==> config.mk <==
export PLATFORM = sky130hd
export DESIGN_NAME = mem_access_ctrl
export DESIGN_NICKNAME = d
export VERILOG_FILES = /design/src/rtl/mem_access_ctrl.sv
export SDC_FILE = /design/constraint.sdc
export NUM_CORES = 1
export LEC_CHECK = 0
export CORE_ASPECT_RATIO = 0.7
export CORE_MARGIN = 2
export CORE_UTILIZATION = 25
export DETAILED_ROUTE_END_ITERATION = 8
export GPL_TIMING_DRIVEN = 0
export RECOVER_POWER = 100
export SYNTH_ARGS = -nofsm -noshare
export SYNTH_HDL_FRONTEND = slang
export SYNTH_SLANG_ARGS = --single-unit
==> constraint.sdc <==
create_clock -name clk -period 3.7 [get_ports clk]
set_input_delay 0.555 -clock clk [delete_from_list [all_inputs] [get_ports clk]]
set_output_delay 0.555 -clock clk [all_outputs]
set_load 0.01 [all_outputs]
==> src/rtl/mem_access_ctrl.sv <==
// Load/store access controller: turns one byte/halfword/word request into
// memory read and/or write cycles. Sub-word stores are done as
// read-modify-write on a 32-bit little-endian word memory.
module mem_access_ctrl (
  input  logic        clk,
  input  logic        rst_n,
  input  logic        req,
  input  logic        wr,
  input  logic [1:0]  size,
  input  logic        sign_ext,
  input  logic [31:0] addr,
  input  logic [31:0] wdata,
  output logic        busy,
  output logic        done,
  output logic        err,
  output logic [31:0] rdata,
  output logic [31:0] mem_addr,
  output logic [31:0] mem_wd,
  output logic        mem_we,
  input  logic [31:0] mem_rd
);

  typedef enum logic [1:0] {S_IDLE, S_READ, S_WRITE, S_DONE} state_t;

  state_t      state_q, state_d;
  logic [31:0] addr_q, wdata_q, buf_q, rdata_q;
  logic [1:0]  size_q;
  logic        wr_q, sext_q, err_q;
  logic        misalign;
  logic        accept;
  logic [7:0]  ld_b;
  logic [15:0] ld_h;
  logic [31:0] load_val;

  assign misalign = (size == 2'b11)
                  | ((size == 2'b01) & addr[0])
                  | ((size == 2'b10) & (addr[1:0] != 2'b00));
  assign accept   = (state_q == S_IDLE) & req;

  // Next-state logic
  always_comb begin
    state_d = state_q;
    case (state_q)
      S_IDLE: begin
        if (req) begin
          if (misalign)              state_d = S_DONE;
          else if (!wr)              state_d = S_READ;
          else if (size == 2'b10)    state_d = S_WRITE;
          else                       state_d = S_READ;
        end
      end
      S_READ:  state_d = wr_q ? S_WRITE : S_DONE;
      S_WRITE: state_d = S_DONE;
      S_DONE:  state_d = S_IDLE;
      default: state_d = S_IDLE;
    endcase
  end

  // State register
  always_ff @(posedge clk or negedge rst_n) begin
    if (!rst_n) state_q <= S_IDLE;
    else        state_q <= state_d;
  end

  // Request latch; only the latched copies steer the rest of the access
  always_ff @(posedge clk or negedge rst_n) begin
    if (!rst_n) begin
      addr_q  <= '0;
      wdata_q <= '0;
      size_q  <= '0;
      wr_q    <= 1'b0;
      sext_q  <= 1'b0;
      err_q   <= 1'b0;
    end else if (accept) begin
      addr_q  <= addr;
      wdata_q <= wdata;
      size_q  <= size;
      wr_q    <= wr;
      sext_q  <= sign_ext;
      err_q   <= misalign;
    end
  end

  // Lane extraction and extension of the word being read
  always_comb begin
    ld_b = mem_rd[{addr_q[1:0], 3'b000} +: 8];
    ld_h = addr_q[1] ? mem_rd[31:16] : mem_rd[15:0];
    case (size_q)
      2'b00:   load_val = {{24{sext_q & ld_b[7]}}, ld_b};
      2'b01:   load_val = {{16{sext_q & ld_h[15]}}, ld_h};
      default: load_val = mem_rd;
    endcase
  end

  // Read buffer and load result, both captured on the READ edge
  always_ff @(posedge clk or negedge rst_n) begin
    if (!rst_n) begin
      buf_q   <= '0;
      rdata_q <= '0;
    end else if (state_q == S_READ) begin
      buf_q <= mem_rd;
      if (!wr_q) rdata_q <= load_val;
    end
  end

  // Write data: full word, or buffered word with the addressed lane merged in
  always_comb begin
    mem_wd = '0;
    if (state_q == S_WRITE) begin
      if (size_q == 2'b10) begin
        mem_wd = wdata_q;
      end else begin
        mem_wd = buf_q;
        if (size_q == 2'b00) mem_wd[{addr_q[1:0], 3'b000} +: 8] = wdata_q[7:0];
        else                 mem_wd[{addr_q[1], 4'b0000} +: 16] = wdata_q[15:0];
      end
    end
  end

  assign busy     = (state_q != S_IDLE);
  assign done     = (state_q == S_DONE);
  assign err      = done & err_q;
  assign mem_we   = (state_q == S_WRITE);
  assign mem_addr = {addr_q[31:2], 2'b00};
  assign rdata    = rdata_q;

endmodule

# == After elaboration in Yosys (flattened, before gate mapping) ==
# Index checks and enable logic that the tools add are counted.
# totals
wordCells,52
input_bits,103
out_inout_bits,100
regBits,135
# classes
n_bitwise,9
add_sub_neg,2
n_eq_ne,9
reduce_logical,5
shift,5
mux,13
# ops
cell,n
$mux W32,3
$bwmux W32,2
$pmux W32 S2,1
$shift A16 B7 Y32 const A,1
$shift A8 B7 Y32 const A,1
$shiftx A16 B7 Y32,1
$shiftx A32 B6 Y8,1
$shiftx A8 B7 Y32,1
$mux W16,1
$neg A5 Y7,2
$eq A2 B2 Y1 const B,5
$mux W2,4
$pmux W2 S4,1
$and A1 B1 Y1,6
$eq A2 B1 Y1 const B,3
$logic_not A2 Y1,2
$reduce_bool A2 Y1,2
$ne A2 B2 Y1 const B,1
$or A1 B1 Y1,2
$reduce_and A2 Y1,1
$mux W1,1
$not A1 Y1,1

# == Longest topological paths before layout ==
# Gate-level depths: netlist of run 1.
# logic_depth
depth_word,7
mapped_depth,8
ltp_nobuf,5

# == Least setup slack after synthesis of run 1 ==
# OpenSTA, ideal clock, no wires.
# synth_timing
path_type,register -> output
startpoint,register addr_q[1]
endpoint,output port mem_wd[0]
arrival_time_ns,2.253
path_stages_with_launch,8
path_slack_ns,0.892
path_cell_list,dfrtp_1 > buf_2 > buf_2 > inv_1 > ha_1 > or3b_1 > a211oi_4 > a22o_1
# synth_via
elab_chain_len,6
# synth_lines
item,line,source
"start, declared",26,"logic [31:0] addr_q, wdata_q, buf_q, rdata_q;"
"start signal, assigned",75,addr_q <= addr;
$neg A5 Y7 (on tied branches),"115, 114",
"$shiftx A16 B7 Y32, or another cell as far along",115,"else mem_wd[{addr_q[1], 4'b0000} +: 16] = wdata_q[15:0];"
$bwmux W32 (on tied branches),"115, 114",
$mux W32 (*),114,"if (size_q == 2'b00) mem_wd[{addr_q[1:0], 3'b000} +: 8] = wdata_q[7:0];"
$mux W32 (*),110,if (size_q == 2'b10) begin
$mux W32 (*),109,if (state_q == S_WRITE) begin
"end, declared",18,"output logic [31:0] mem_wd,"
# Every way passes the cells marked *; elsewhere a longest branch is shown, timed or not.

# == Worst setup path after layout of run 1 ==
# layout_timing
startpoint,register addr_q[1]
endpoint,output port mem_wd[18]
# The elaborated chain is that of the path after synthesis.

==> results of run 1 <==
## cell usage after synthesis (all sizes together), types with 10 or more instances
cell / count
clkbuf: 17
nor2b: 16
mux2: 107
buf: 63
dfrtp: 135
nor2: 27
mux2i: 14
o21ai: 15
nand3: 13
o22ai: 22
a21oi: 31
o211ai: 20
nand2: 24
ha: 10
## stage by stage
stage                     instances  setup slack, ns  util, %
after floorplan                 631            0.892        -
after global placement         1202            -3.81     34.3
after detailed placement       1203           -0.134     34.4
after CTS                      1240           0.0145     36.9
after global routing           1240          -0.0689     37.0
final                          1240           0.0995     37.0
## cell families (layout without fill, tap and decap cells)
kind of cell             Yosys count  after routing  share of synthesized area [%]
AO/OA/AOI/OAI                    155            155                           15.6
flip-flops                       135            135                           47.6
multiplexers                     122            122                           19.3
AND/OR/NAND/NOR                  118            118                           8.88
buffers and inverters             89            327                           6.91
adder cells (fa/ha/maj)           10             10                           1.76
other                              1              2                         0.0528
## layer usage
metal,up-vias,track usage (%)
li1,2767,-
met1,3013,24.7
met2,227,24.2
met3,17,4.81
met4,0,3.42
met5,-,0
## registers in the layout, indices dropped and copies added, names as in the netlist
name,cells
buf_q,32
addr_q,32
wdata_q,32
size_q,2
err_q,1
rdata,32
state_q,2
wr_q,1
sext_q,1
## path summary, 6_finish.rpt
| path | startpoint | end |
|---|---|---|
| worst max-delay path | addr_q[1] | mem_wd[18] |
| worst min-delay path | addr_q[29] | addr_q[29] |
| worst max register to register | state_q[1] | rdata[21] |
| min in group asynchronous | rst_n | state_q[0] |
| worst min register to register | addr_q[29] | addr_q[29] |
| max in group asynchronous | rst_n | buf_q[20] |
## power by group
group          internal [W]  leakage [nW]  switching, W
sequential          0.00225          1.58      0.000610
combinational       0.00260          2.30       0.00245
clock               0.00106         0.288      0.000715
## critical path: cells and delay by family, from the launching register on
family,cells,cell delay (ns)
AOI/OAI and AO/OA,2,0.36
adders and majority gates,1,0.20
and+or+nand+nor,1,0.29
DFF,1,0.38
buffers and inverters,6,1.37
## final cells by class
| class | instances | area share (%) |
|---|---|---|
| plain buffers | 79 | 4.61 |
| clock buffers | 21 | 4.56 |
| clock inverters | 11 | 1.31 |
| inverters | 9 | 0.364 |
| multi-input cells | 407 | 31.9 |
| flip-flops and latches | 135 | 32.8 |
| well taps | 371 | 4.50 |
| repair buffers | 207 | 20.0 |
## what timing repair did
item                                    CTS  global route
pin swaps                                 1             0
endpoints found under the setup margin   32            26
buffers inserted                          5             1
resized for setup                        13            25
==> metrics.cfg, run 1 <==
[run_status]
status = finished with violations
violations = capacitance limit, slew limit

[critical_path]
crit_top_cell = buf_4
rrSetupSlack_ns = 1.00
path_class = reg2out
cp_data_arrival_time_ns = 3.05
critical_path_required_ns = 3.14
crit_chain = buf_6, buf_8, clkinvlp_4, buf_4, ha_1, nor4bb_1, buf_4, a221oi_1, a211oi_2, clkdlybuf4s50_1
critPathSlowestCell = clkdlybuf4s50_1
cp-end-kind = output port
slowest_delay_ns = 0.60
critPathMaxFanout = 10
reg2reg_depth = 8
crit_path_start_kind = flop

[route]
highest_layer = met4
m1WireLength_um = 11900
routed_wl_um = 24700
viasPerCell = 4.86
num_vias = 6024
ant_nets = 0
wl_per_cell_um = 19.9
drt_iter0_drc = 482
dr.pass1.iters = 5
dr_wl_met2_um = 10700
dr_wl_met3_um = 1840
drcViolationCount = 0

[power_and_ir_drop]
ir_drop_mv = 0.476
power_density_mw_per_mm2 = 939
p_leak_nw = 4.17
power_w = 0.00968

[synthesis]
synth_area_leaders = dfrtp_1 (48%), mux2_2 (17%), buf_4 (3.4%), a21oi_1 (2.1%), o211ai_1 (2.1%)
syn_area_per_cell_um2 = 11.3
yosys.area.top_type = dfrtp_1
ys_types = 52
synth_edf_count = 0
postSynthCellCount = 630
netlist_area_mm2 = 0.00710
ys_warn_count = 0
async_flop_share_pct = 100
ys.flop_type = dfrtp_1
yosysSeqAreaShare_pct = 47.6
ys_ff_latch = 135
synth_top_area_share_pct = 47.6

[clock_tree]
clk_pin_slew_ns = 0.06
cts_tree = done
clock_path_buffers = 2
cts_hold_buf = 0
clock_sinks = 135
cts-root-buf = clkbuf_16
cts-buffers-inserted = 17
clk-insertion-delay-late_ns = 0.44
h-tree-depth = 4

[timing]
slew_headroom_pct = -23.2
worstMarginPinSlew_ns = 1.85
finalHoldWorstSlack_ns = 0.504
final-max-slew-violation-count = 66
final.setup_skew_ns = 0.0142
hold_violations = 0
finalSetupViolCount = 0
min_period_over_period_pct = 97.3
rsz0062_at_grt = true
min_period_ns = 3.60
max_freq_mhz = 278
setup_tns_ns = 0

[finish]
final_cell_mix = dfrtp_1 (134), clkdlybuf4s50_1 (118), mux2_2 (107), dlygate4sd3_1 (70), buf_4 (40)
fillers = 2781
fin_nets = 969
regArea_mm2 = 0.00338
drive_above_1_share_pct = 25.3
final_common_cell = dfrtp_1
syn2layout_area_growth_pct = 45.3
fin_area_mm2 = 0.0103
multiInputGateArea_mm2 = 0.00330
antenna-diode-count = 0

[floorplanning]
die-area_mm2 = 0.0298
io_pins = 203
initial_core_util_pct = 25.5
num_rows = 51
die_x_um = 205
die_h_um = 145
core_mm2 = 0.0279

[global_routing]
grt_pass1_vias = 6025
globalRoute.totalOverflow = 0
grtUsageTotal_pct = 16.8
antenna_found_initial = 0
grt_pass1_wl_um = 37200
grt_max_degree = 71

[place]
hpwlAfterDp_um = 19000
io_buffers = 200
placed_area_mm2 = 0.00960
gp_congestion = 0.929

[min_path]
hold-path-cell-count = 1
min_path_type = reg2reg

[run]
drv_cap = 1

Note: power is estimated with default switching activity, not from simulation.
==> run 2: changes to the inputs <==
--- a/config.mk
+++ b/config.mk
@@ -8,9 +8,11 @@
 export CORE_ASPECT_RATIO = 0.7
 export CORE_MARGIN = 2
 export CORE_UTILIZATION = 25
+export CTS_CLUSTER_DIAMETER = 30
 export DETAILED_ROUTE_END_ITERATION = 8
 export GPL_TIMING_DRIVEN = 0
 export RECOVER_POWER = 100
+export SETUP_SLACK_MARGIN = 0.3
 export SYNTH_ARGS = -nofsm -noshare
 export SYNTH_HDL_FRONTEND = slang
 export SYNTH_SLANG_ARGS = --single-unit
==> metrics.cfg, run 2 (synthesis results as in run 1) <==
[run_status]
status = finished with violations
violations = capacitance limit, slew limit

[finish]
syn2layout_area_growth_pct = 44.5
layout.cells.non_filler = 1245
fillers = 2800
fin_nets = 974
drive_above_1_share_pct = 25.9
final_cell_mix = dfrtp_1 (134), mux2_2 (107), clkdlybuf4s50_1 (100), dlygate4sd3_1 (67), buf_4 (42)
antenna-diode-count = 0
final_common_cell = dfrtp_1
fin_area_mm2 = 0.0103

[timing]
min_period_over_period_pct = 93.4
final.setup_skew_ns = 0.0134
worstMarginPinSlew_ns = 1.85
rsz0062_at_grt = true
final-max-slew-violation-count = 66
hold_violations = 0
slew_headroom_pct = -23.4
finalSetupViolCount = 0
max_freq_mhz = 289
setup_tns_ns = 0
min_period_ns = 3.46

[critical_path]
cp-end-kind = output port
r2r_start = state_q[1]
cp_data_arrival_time_ns = 2.90
crit_path_start_kind = flop
regToRegEndpoint = rdata[21]
rrSetupSlack_ns = 0.99
critPathMaxFanout = 10
path_class = reg2out
reg2reg_depth = 8
critical_path_required_ns = 3.14

[place]
gp_congestion = 0.929
placed_area_mm2 = 0.00960
io_buffers = 200
hpwlAfterDp_um = 19000
dp_cells = 1203

[floorplanning]
die-area_mm2 = 0.0298
core_mm2 = 0.0279
initial_core_util_pct = 25.5
die_x_um = 205
num_rows = 51
die_h_um = 145
io_pins = 203

[global_routing]
grt_pass1_vias = 6062
grt_max_degree = 71
grtUsageTotal_pct = 16.9
antenna_found_initial = 0
grt_pass1_wl_um = 37500
globalRoute.totalOverflow = 0

[power_and_ir_drop]
power_density_mw_per_mm2 = 936
p_switching_w = 0.00378
p_int_w = 0.00582
pwr-share-seq_pct = 29.9
pwr-share-comb_pct = 51.7
pwr-share-clk_pct = 18.4
p_leak_nw = 4.22
p_sw_share_pct = 39.4
ir_drop_mv = 0.464

[min_path]
min_path_type = reg2reg
hold-path-cell-count = 1
min_to = addr_q[29]
holdCritStartpoint = addr_q[29]

[route]
dr.pass1.iters = 5
viasPerCell = 4.87
num_vias = 6066
drcViolationCount = 0
wl_per_cell_um = 19.9
ant_nets = 0
drt_iter0_drc = 437
routed_wl_um = 24800

[clock_tree]
clk_pin_slew_ns = 0.06
clock_sinks = 135
cts-buffers-inserted = 17
h-tree-depth = 4
cts_tree = done
clk-insertion-delay-late_ns = 0.43
clock_path_buffers = 2
cts-root-buf = clkbuf_16

[run]
drv_cap = 1

[run 2: changes by cell type in the layout (fill, tap and decap cells not counted), sizes merged]
cell	previous run	this run
clkbuf	55	63
clkdlybuf4s25	3	0
dlymetal6s2s	4	1
buf	57	61
dlygate4sd2	0	20
clkdlybuf4s50	118	100
dlygate4sd3	70	67
[run 2: per-layer routing]
layer	track usage, %	part of all wire (%)
met3	4.96	8.1
met4	3.38	0.79
met5	0	0
met1	24.9	48
met2	24.4	43
[run 2: how the worst max path moves through the flow]
stage | to | slack [ns] | from | depth (start not counted)
2_1_floorplan | mem_wd[0] | 0.89 | addr_q[1] | 7
3_3_place_gp | rdata[4] | -3.81 | rst_n | 1
3_5_place_dp | mem_wd[7] | -0.13 | addr_q[1] | 8
4_1_cts | mem_wd[7] | 0.09 | addr_q[1] | 8
5_1_grt | mem_wd[24] | 0.15 | addr_q[1] | 11
6_report | mem_wd[23] | 0.24 | addr_q[1] | 10
[run 2: power groups by stage]
stage	combinational [W]	sequential, W	clock [W]
after floorplan	0.00298	0.00272	0
after global placement	0.00501	0.00287	0
after detailed placement	0.00507	0.00289	0
after CTS	0.00514	0.00286	0.00181
after global routing	0.00537	0.00297	0.00188
final	0.00496	0.00287	0.00177
[run 2: cell type report]
type / instances / area (um2) / share of cell area (%)
inverters: 9 / 37.5 / 0.366
flip-flops and latches: 135 / 3380 / 32.9
multi-input cells: 407 / 3280 / 32.0
well taps: 371 / 464 / 4.52
clock inverters: 11 / 135 / 1.32
repair buffers: 211 / 2010 / 19.6
clock buffers: 21 / 470 / 4.58
plain buffers: 80 / 482 / 4.69
[run 2: worst max-delay path: stages, from the launching register on]
cell and delay (ns):
dfrtp_1 0.38, buf_6 0.16, buf_12 0.15, clkinvlp_4 0.10
clkbuf_1 0.11, ha_1 0.21, nor4bb_1 0.29, buf_4 0.22
a221oi_1 0.08, a211oi_1 0.43, dlygate4sd2_1 0.34
[run 2: what timing repair did]
item                                    4_1_cts  5_1_grt
gates resized for setup                      62       34
pin swaps                                     8        4
buffers inserted                              7        3
hold buffers                                  0        0
endpoints found under the hold margin         0        0
endpoints found under the setup margin       32       25
[run 2: through the flow]
stage	util, %	total power [W]	setup WS (ns)	hold slack, ns
after global placement	34.3	0.00788	-3.81	0.486
after global routing	36.8	0.0102	0.148	0.519
after detailed placement	34.4	0.00796	-0.134	0.494
after CTS	37.1	0.00982	0.0888	0.165
after floorplan	-	0.00570	0.892	0.259
final	36.8	0.00960	0.243	0.504
==> run 3: changes to the inputs <==
--- a/config.mk
+++ b/config.mk
@@ -5,6 +5,7 @@
 export SDC_FILE = /design/constraint.sdc
 export NUM_CORES = 1
 export LEC_CHECK = 0
+export ABC_CLOCK_PERIOD_IN_PS = 3700
 export CORE_ASPECT_RATIO = 0.7
 export CORE_MARGIN = 2
 export CORE_UTILIZATION = 25
==> results of run 3 <==
Final layout, timing and power as in run 2 (identical DEF).
